**src/rtl/vga_timing_pkg.sv**
```systemverilog
// Shared VGA timing defaults, derived totals and sync bounds, plus a small
// window helper. The pixel renderer imports this as well.
package vga_timing_pkg;

  localparam int CNT_W = 10;
  typedef logic [CNT_W-1:0] coord_t;

  // 640x480 @ 60 Hz with a 25 MHz pixel rate derived from a 100 MHz clock
  localparam int DIV_DEF    = 4;
  localparam int H_VIS_DEF  = 640;
  localparam int H_FP_DEF   = 16;
  localparam int H_SYNC_DEF = 96;
  localparam int H_BP_DEF   = 48;
  localparam int V_VIS_DEF  = 480;
  localparam int V_FP_DEF   = 10;
  localparam int V_SYNC_DEF = 2;
  localparam int V_BP_DEF   = 33;

  localparam int H_TOTAL_DEF  = H_VIS_DEF + H_FP_DEF + H_SYNC_DEF + H_BP_DEF;
  localparam int V_TOTAL_DEF  = V_VIS_DEF + V_FP_DEF + V_SYNC_DEF + V_BP_DEF;
  localparam int HS_START_DEF = H_VIS_DEF + H_FP_DEF;
  localparam int HS_END_DEF   = HS_START_DEF + H_SYNC_DEF;
  localparam int VS_START_DEF = V_VIS_DEF + V_FP_DEF;
  localparam int VS_END_DEF   = VS_START_DEF + V_SYNC_DEF;

  // True when lo <= v < hi
  function automatic logic in_window(coord_t v, coord_t lo, coord_t hi);
    return (v >= lo) && (v < hi);
  endfunction

endpackage

```
**src/rtl/vga_timing_ctrl_pix_en_div.sv**
```systemverilog
// Pixel-enable divider: free-running 0..DIV-1 counter that only advances
// while en is high, and flags the last count as a one-clk tick.
module pix_en_div
  import vga_timing_pkg::*;
#(
  parameter int DIV = DIV_DEF
) (
  input  logic clk,
  input  logic rst,
  input  logic en,
  output logic tick
);

  localparam int DW = (DIV > 1) ? $clog2(DIV) : 1;
  localparam logic [DW-1:0] LAST = DW'(DIV - 1);

  logic [DW-1:0] cnt_q, cnt_d;

  // Next count and tick; holding en low freezes the count mid-period
  always_comb begin
    cnt_d = cnt_q;
    tick  = en && !rst && (cnt_q == LAST);
    if (en) begin
      cnt_d = (cnt_q == LAST) ? '0 : cnt_q + DW'(1);
    end
  end

  // Count register, cleared by reset
  always_ff @(posedge clk) begin
    if (rst) cnt_q <= '0;
    else     cnt_q <= cnt_d;
  end

endmodule

```
**src/rtl/vga_timing_ctrl.sv**
```systemverilog
// VGA timing controller: pixel/line counters on clk qualified by pix_tick,
// registered sync/blanking derived from the next counter values so they
// line up with pixel_x/pixel_y, and registered wrap pulses.
module vga_timing_ctrl
  import vga_timing_pkg::*;
#(
  parameter int DIV    = DIV_DEF,
  parameter int H_VIS  = H_VIS_DEF,
  parameter int H_FP   = H_FP_DEF,
  parameter int H_SYNC = H_SYNC_DEF,
  parameter int H_BP   = H_BP_DEF,
  parameter int V_VIS  = V_VIS_DEF,
  parameter int V_FP   = V_FP_DEF,
  parameter int V_SYNC = V_SYNC_DEF,
  parameter int V_BP   = V_BP_DEF
) (
  input  logic       clk,
  input  logic       rst,
  input  logic       en,
  output logic       pix_tick,
  output logic [9:0] pixel_x,
  output logic [9:0] pixel_y,
  output logic       hsync,
  output logic       vsync,
  output logic       video_on,
  output logic       line_end,
  output logic       frame_start
);

  localparam int H_TOTAL = H_VIS + H_FP + H_SYNC + H_BP;
  localparam int V_TOTAL = V_VIS + V_FP + V_SYNC + V_BP;

  localparam coord_t H_LAST = coord_t'(H_TOTAL - 1);
  localparam coord_t V_LAST = coord_t'(V_TOTAL - 1);
  localparam coord_t H_VISC = coord_t'(H_VIS);
  localparam coord_t V_VISC = coord_t'(V_VIS);
  localparam coord_t HS_LO  = coord_t'(H_VIS + H_FP);
  localparam coord_t HS_HI  = coord_t'(H_VIS + H_FP + H_SYNC);
  localparam coord_t VS_LO  = coord_t'(V_VIS + V_FP);
  localparam coord_t VS_HI  = coord_t'(V_VIS + V_FP + V_SYNC);

  logic   tick;
  coord_t x_q, x_d, y_q, y_d;
  logic   hs_q, hs_d, vs_q, vs_d, von_q, von_d;
  logic   le_q, le_d, fs_q, fs_d;

  pix_en_div #(.DIV(DIV)) u_div (
    .clk  (clk),
    .rst  (rst),
    .en   (en),
    .tick (tick)
  );

  // Counter advance on tick, wrap pulses, and sync/blank from next position
  always_comb begin
    x_d  = x_q;
    y_d  = y_q;
    le_d = 1'b0;
    fs_d = 1'b0;
    if (tick) begin
      if (x_q == H_LAST) begin
        x_d  = '0;
        le_d = 1'b1;
        if (y_q == V_LAST) begin
          y_d  = '0;
          fs_d = 1'b1;
        end else begin
          y_d = y_q + coord_t'(1);
        end
      end else begin
        x_d = x_q + coord_t'(1);
      end
    end
    hs_d  = !in_window(x_d, HS_LO, HS_HI);
    vs_d  = !in_window(y_d, VS_LO, VS_HI);
    von_d = (x_d < H_VISC) && (y_d < V_VISC);
  end

  // State registers; reset parks at the last position so the first tick lands on (0,0)
  always_ff @(posedge clk) begin
    if (rst) begin
      x_q   <= H_LAST;
      y_q   <= V_LAST;
      hs_q  <= 1'b1;
      vs_q  <= 1'b1;
      von_q <= 1'b0;
      le_q  <= 1'b0;
      fs_q  <= 1'b0;
    end else begin
      le_q <= le_d;
      fs_q <= fs_d;
      if (en) begin
        x_q   <= x_d;
        y_q   <= y_d;
        hs_q  <= hs_d;
        vs_q  <= vs_d;
        von_q <= von_d;
      end
    end
  end

  assign pix_tick    = tick;
  assign pixel_x     = x_q;
  assign pixel_y     = y_q;
  assign hsync       = hs_q;
  assign vsync       = vs_q;
  assign video_on    = von_q;
  // Pulses are suppressed while the block is paused
  assign line_end    = le_q & en;
  assign frame_start = fs_q & en;

endmodule

```
**config.mk**
```make
export PLATFORM = sky130hd
export DESIGN_NAME = vga_timing_ctrl
export DESIGN_NICKNAME = d
export VERILOG_FILES = /design/src/rtl/vga_timing_pkg.sv /design/src/rtl/vga_timing_ctrl_pix_en_div.sv /design/src/rtl/vga_timing_ctrl.sv
export SDC_FILE = /design/constraint.sdc
export NUM_CORES = 1
export LEC_CHECK = 0
export CAP_MARGIN = 20
export CORE_AREA = 2 2 64 66
export CTS_CLUSTER_SIZE = 12
export DETAILED_ROUTE_END_ITERATION = 10
export DIE_AREA = 0 0 66 68
export PLACE_DENSITY_LB_ADDON = 0.08
export SYNTH_ARGS = -nofsm -noshare
export SYNTH_HDL_FRONTEND = slang
export SYNTH_HIERARCHICAL = 1
export SYNTH_SLANG_ARGS = --single-unit
```
**constraint.sdc**
```tcl
create_clock -name clk -period 4.4 [get_ports clk]
set_clock_uncertainty 0.15 [all_clocks]
set_input_delay 0.88 -clock clk [delete_from_list [all_inputs] [get_ports clk]]
set_output_delay 0.88 -clock clk [all_outputs]
set_load 0.05 [all_outputs]
```
==> results of run 1 <==
power groups by stage:
stage,Clock (uW),Combinational [uW],Sequential (uW)
floorplan,0,17.8,258
global placement,0,31.2,255
detailed placement,0,31.5,255
CTS,146,31.7,249
global route,156,33.9,250
finish,142,31.6,249
final cells by class:
class	instances	area [sq um]	share of cell area, %
sequential	27	541	26.9
clock buffer	4	45.0	2.24
timing repair buffer	31	300	15.0
inverter	7	26.3	1.31
multi-input combinational	164	1030	51.4
tap	50	62.6	3.12
critical path, delay by kind of cell:
family,cells,cell delay (ns)
buffers and inverters,2,1.32
and+or+nand+nor,1,0.19
final timing paths:
check,start,end,slack (ns),cells after the start
max,en,line_end,0.98,3
min,u_div/cnt_q[0],u_div/cnt_q[0],0.34,2
min reg2reg,u_div/cnt_q[0],u_div/cnt_q[0],0.34,2
max reg2reg,u_div/cnt_q[0],video_on,1.67,7
cell usage after synthesis (4+ instances only):
cell type | n | area, sq um
a21oi_1 | 18 | 90.1
a31oi_1 | 4 | 25.0
and2_1 | 4 | 25.0
clkbuf_1 | 8 | 30.0
dfxtp_1 | 27 | 541
ha_1 | 4 | 50.1
inv_1 | 7 | 26.3
nand2_1 | 26 | 97.6
nand3_1 | 8 | 40.0
nand4_1 | 7 | 43.8
nor2_1 | 19 | 71.3
nor3_1 | 6 | 30.0
o21ai_0 | 12 | 60.1
o311ai_0 | 4 | 35.0
xnor2_1 | 4 | 35.0
xor2_1 | 6 | 52.6
placed cells by master (no fill, tap or decap), types with 6 or more instances in the layout:
cell type	instances
nor2_1	19
nand4_1	7
dfxtp_1	27
inv_1	7
xor2_1	6
a21oi_1	18
nor3_1	6
o21ai_0	12
clkdlybuf4s50_1	27
nand2_1	26
nand3_1	8
kinds of logic (layout without fill, tap and decap cells):
group | count (synthesis) | count (layout)
compound gates | 56 | 56
simple gates | 93 | 93
xor+xnor | 10 | 10
fa+ha+maj | 4 | 4
mux | 1 | 1
flops | 27 | 27
buf+inv | 19 | 42
routing by layer:
layer	global-route usage, %	up-vias	wire length, microns
li1	-	828	-
met1	28.8	765	2130
met2	35.1	42	2100
met3	2.63	4	197
met4	4.34	0	31
met5	0	-	0
sequential cells by signal, summed over array words and instances (netlist names):
| register | count |
|---|---|
| video_on | 1 |
| hsync | 1 |
| vsync | 1 |
| le_q | 1 |
| u_div/cnt_q | 2 |
| pixel_x | 10 |
| pixel_y | 10 |
| fs_q | 1 |
through the flow:
stage          setup WS [ns]  instances  instance area [sq um]  total power [uW]  utilization (%)
6_report               0.976        283                   2010               423             52.0
4_1_cts                0.956        283                   2010               427             52.0
5_1_grt                0.875        283                   2010               440             52.0
3_5_place_dp           0.763        279                   1960               286             50.9
2_1_floorplan           1.23        210                   1650               275                -
3_3_place_gp           0.821        279                   1960               286             50.9
==> qor.txt, run 1 <==
Leakage Power -> 0.000711 uW
initial antenna violation count -> 0
number of max-slew violations in the final report -> 0
syn nets -> 217
Synth Area in Compound Gates -> 22.8%
H-tree levels -> 1
Synth-to-Final Area Change -> 21.3%
worst-path cell chain -> clkdlybuf4s50_1 -> and2_1 -> clkdlybuf4s50_1
Rel. slew slack -> 58.6%
synthesized instance count -> 210
clock latency on the worst-skew pair -> 0.27 ns
Fin Hold WS -> 0.344 ns
chip height -> 68 microns
top_reg_cell synth -> dfxtp_1
setup TNS -> 0 ns
fill cell count -> 391
Post-synth EDFFs -> 0
post-CTS sizing -> 0
Final period util -> 77.8%
largest family of logic cells by synthesized area -> simple AND/OR/NAND/NOR gates
Slowest-stage cell, CP -> clkdlybuf4s50_1
cell area after synthesis -> 1650 sq um
fraction of registers with async set/reset -> 0%
Hold Crit Class -> flop to flop
Initial DRC Count -> 93
CTS Root Cell -> clkbuf_8
num rows -> 23
DRC viols -> 0
clock buffer depth -> 2
Critical Path Source Type -> primary input
initial core utilization -> 42.9%
xor-xnor portion of the synthesized cell area -> 5.30%
largest net degree at the start of global routing -> 22
RSZ-0062 raised after global routing -> false
endpoint class of the critical path -> output port
critical path data required time -> 3.37 ns
Comb pwr share -> 7.5%
hold_buf cts -> 0
Antenna Nets Post-Route -> 0
routed len/inst -> 15.8 microns
CTS tree -> yes
most numerous cell on the critical path -> clkdlybuf4s50_1
IO Port Bufs -> 28
Layout Nets -> 241
post-DP HPWL -> 3.20 mm
status -> finished clean
max incr delay on CP -> 0.81 ns
Post CTS Setup Buffer Count -> 0
crit path time final -> 3.42 ns
Clk pin slew, worst setup/hold paths -> 0.09 ns
WL final -> 4.46 mm
first-pass GRT wire length -> 7.25 mm
Seq pwr share -> 58.9%
Seq cells post-synth -> 27
CP Data Arrival Time -> 2.39 ns
GR Overflow Total -> 0
IO Count -> 29
Antenna Cells -> 0
Final setup violation count -> 0
fmax -> 0.292 GHz
synth warn -> 6
CP max FO -> 4
Max VDD drop -> 0.101 mV
number of vias per cell -> 5.79
Yosys cell types -> 49
cell area power density -> 211 nW/um^2
mux cell area share after synthesis -> 0.605%
Final Hold Viols -> 0
Final Wtd Congestion -> 0.840
via count -> 1639
Synth Area in Adders -> 3.03%
die width -> 66 microns
share of layout cells above drive strength 1 -> 5.58%
Num CTS Buffers -> 3
Total GRT Usage -> 20.8%
core footprint -> 3860 sq um
Setup CP Type -> primary input to output port
Sw Pwr -> 101 uW
Cell Int Power -> 322 uW
Pre-Repair DR Iteration Count -> 4
worst-margin pin slew -> 0.616 ns
clk sinks -> 27
vias in the first global route -> 1435
post-synthesis simple-gate area fraction -> 30.7%
Sw Share -> 23.8%
clock power share -> 33.7%
Die ar. -> 4490 sq um
Avg Cell Area, Syn -> 7.88 sq um
sequential area share after synthesis -> 32.7%
total of max-cap violations -> 0
No activity file was read; power rests on OpenSTA's default activity.
==> run 2, diff against run 1 <==
==> constraint.sdc (replaced) <==
create_clock -name clk -period 3.6 [get_ports clk]
set_clock_uncertainty 0.15 [all_clocks]
set_input_delay 0.72 -clock clk [delete_from_list [all_inputs] [get_ports clk]]
set_output_delay 0.72 -clock clk [all_outputs]
set_load 0.05 [all_outputs]
==> run 2 against run 1 <==
Effect of this change: clock power is 25% higher; final cell count is 1.1% higher; highest routed layer unchanged; flip-flop and latch count stayed put; non-clock buffer count is 3 higher.
==> qor.txt, run 2 (synthesis gave the netlist of run 1 again) <==
CTS tree -> yes (unchanged)
fmax -> 0.333 GHz
Placed Area -> 2020 sq um (was 1960 sq um)
num rows -> 23 (unchanged)
dpl cells -> 282 (was 279)
post-DP HPWL -> 3.08 mm (was 3.20 mm)
Antenna Nets Post-Route -> 0 (unchanged)
Pre-Repair DR Iteration Count -> 4 (unchanged)
commonest non-fill, non-tap cells in the layout -> 27 x dfxtp_1, 26 x nand2_1, 25 x clkdlybuf4s50_1 (was 27 x dfxtp_1, 27 x clkdlybuf4s50_1, 26 x nand2_1)
CP Data Arrival Time -> 3.03 ns (was 2.39 ns)
post-CTS sizing -> 0 (unchanged)
cell area power density -> 253 nW/um^2 (was 211 nW/um^2)
number of vias per cell -> 5.76 (was 5.79)
largest net degree at the start of global routing -> 22 (unchanged)
Hold Crit Class -> flop to flop (unchanged)
Total GRT Usage -> 20.8% (about the same)
status -> finished clean (unchanged)
met2 WL -> 1.97 mm (was 2.10 mm)
crit path time final -> 3.00 ns
Fin Hold WS -> 0.342 ns (was 0.344 ns)
initial antenna violation count -> 0 (unchanged)
commonest non-fill, non-tap cell in the layout -> dfxtp_1
M1 WL -> 1.99 mm (was 2.13 mm)
die width -> 66 microns (unchanged)
Final period util -> 83.4%
Synth-to-Final Area Change -> 24.7% (was 21.3%)
Leakage Power -> 0.000738 uW (was 0.000711 uW)
clk sinks -> 27 (unchanged)
fin area -> 2060 sq um (was 2010 sq um)
first-pass GRT wire length -> 7.19 mm (was 7.25 mm)
vias in the first global route -> 1492 (was 1435)
Num CTS Buffers -> 3 (unchanged)
GR Overflow Total -> 0 (unchanged)
clock buffer depth -> 2 (unchanged)
Final Wtd Congestion -> 0.882 (was 0.840)
Critical Path Source Type -> primary input (unchanged)
DRC viols -> 0 (unchanged)
CP max FO -> 7 (was 4)
final non-filler cell total -> 286 (was 283)
Antenna Cells -> 0 (unchanged)
endpoint class of the critical path -> flop (was output port)
Rel. slew slack -> 57.6% (was 58.6%)
WL final -> 4.23 mm (was 4.46 mm)
Setup WS post-layout -> 0.597 ns (was 0.976 ns)
Final Hold Viols -> 0 (unchanged)
IO Port Bufs -> 28 (unchanged)
met3 WL -> 224 microns (was 197 microns)
Post CTS Setup Buffer Count -> 0 (unchanged)
worst-margin pin slew -> 0.631 ns (was 0.616 ns)
Final setup violation count -> 0 (unchanged)
chip height -> 68 microns (unchanged)
total of max-cap violations -> 0 (unchanged)
RSZ-0062 raised after global routing -> false (unchanged)
highest routed layer -> met4 (unchanged)
fill cell count -> 392 (was 391)
Max VDD drop -> 0.142 mV (was 0.101 mV)
setup TNS -> 0 ns (unchanged)
core footprint -> 3860 sq um (unchanged)
hold_buf cts -> 0 (unchanged)
Die ar. -> 4490 sq um (unchanged)
Clk pin slew, worst setup/hold paths -> 0.10 ns (was 0.09 ns)
IO Count -> 29 (unchanged)
clock latency on the worst-skew pair -> 0.28 ns (was 0.27 ns)
initial core utilization -> 42.9% (unchanged)
via count -> 1648 (was 1639)
critical path data required time -> 3.62 ns (was 3.37 ns)
CTS Root Cell -> clkbuf_8 (unchanged)
Initial DRC Count -> 80 (was 93)
Setup CP Type -> primary input to flop (was primary input to output port)
share of layout cells above drive strength 1 -> 7.63% (was 5.58%)
routed len/inst -> 14.8 microns (was 15.8 microns)
Layout Nets -> 244 (was 241)
pre-CTS setup slack -> 0.315 ns (was 0.763 ns)
number of max-slew violations in the final report -> 0 (unchanged)
H-tree levels -> 1 (unchanged)
## run 2: critical path: stages
cell and delay, ns:
clkdlybuf4s50_1 0.47, and3b_1 0.18, buf_4 0.16, nand3_1 0.22, a21boi_0 0.23, o22ai_1 0.11, a2111oi_0 0.53, a31oi_1 0.14
or2_2 0.28
## run 2: report_power, final
part	switching, uW	internal, uW	leakage [uW]
clock network	98.6	79.5	0.0000228
logic	25.1	13.7	0.000497
registers	3.16	301	0.000219
## run 2: path summary, 6_finish.rpt
kind,end,startpoint,slack [ns],cells past startpoint
worst max-delay path,hsync,en,0.60,9
worst min-delay path,u_div/cnt_q[0],u_div/cnt_q[0],0.34,2
worst max register to register,hsync,u_div/cnt_q[0],1.00,9
worst min register to register,u_div/cnt_q[0],u_div/cnt_q[0],0.34,2
## run 2: final cells by class
type	count	area (sq um)	area share, %
sequential	27	541	26.2
inverter	7	26.3	1.27
multi-input combinational	164	1030	50.1
tap	50	62.6	3.03
clock buffer	4	45.0	2.18
timing repair buffer	34	355	17.2
## run 2: layer usage
| layer | vias up | GRT usage [%] |
|---|---|---|
| met4 | 0 | 8.16 |
| li1 | 830 | - |
| met5 | - | 0 |
| met2 | 52 | 34.5 |
| met1 | 762 | 28.0 |
| met3 | 4 | 2.14 |
## run 2: per-stage QoR
| stage | power, uW | utilization [%] |
|---|---|---|
| final | 522 | 53.5 |
| after detailed placement | 350 | 52.3 |
| after global routing | 543 | 53.5 |
| after CTS | 526 | 53.5 |
| after global placement | 350 | 52.3 |
| after floorplan | 337 | - |
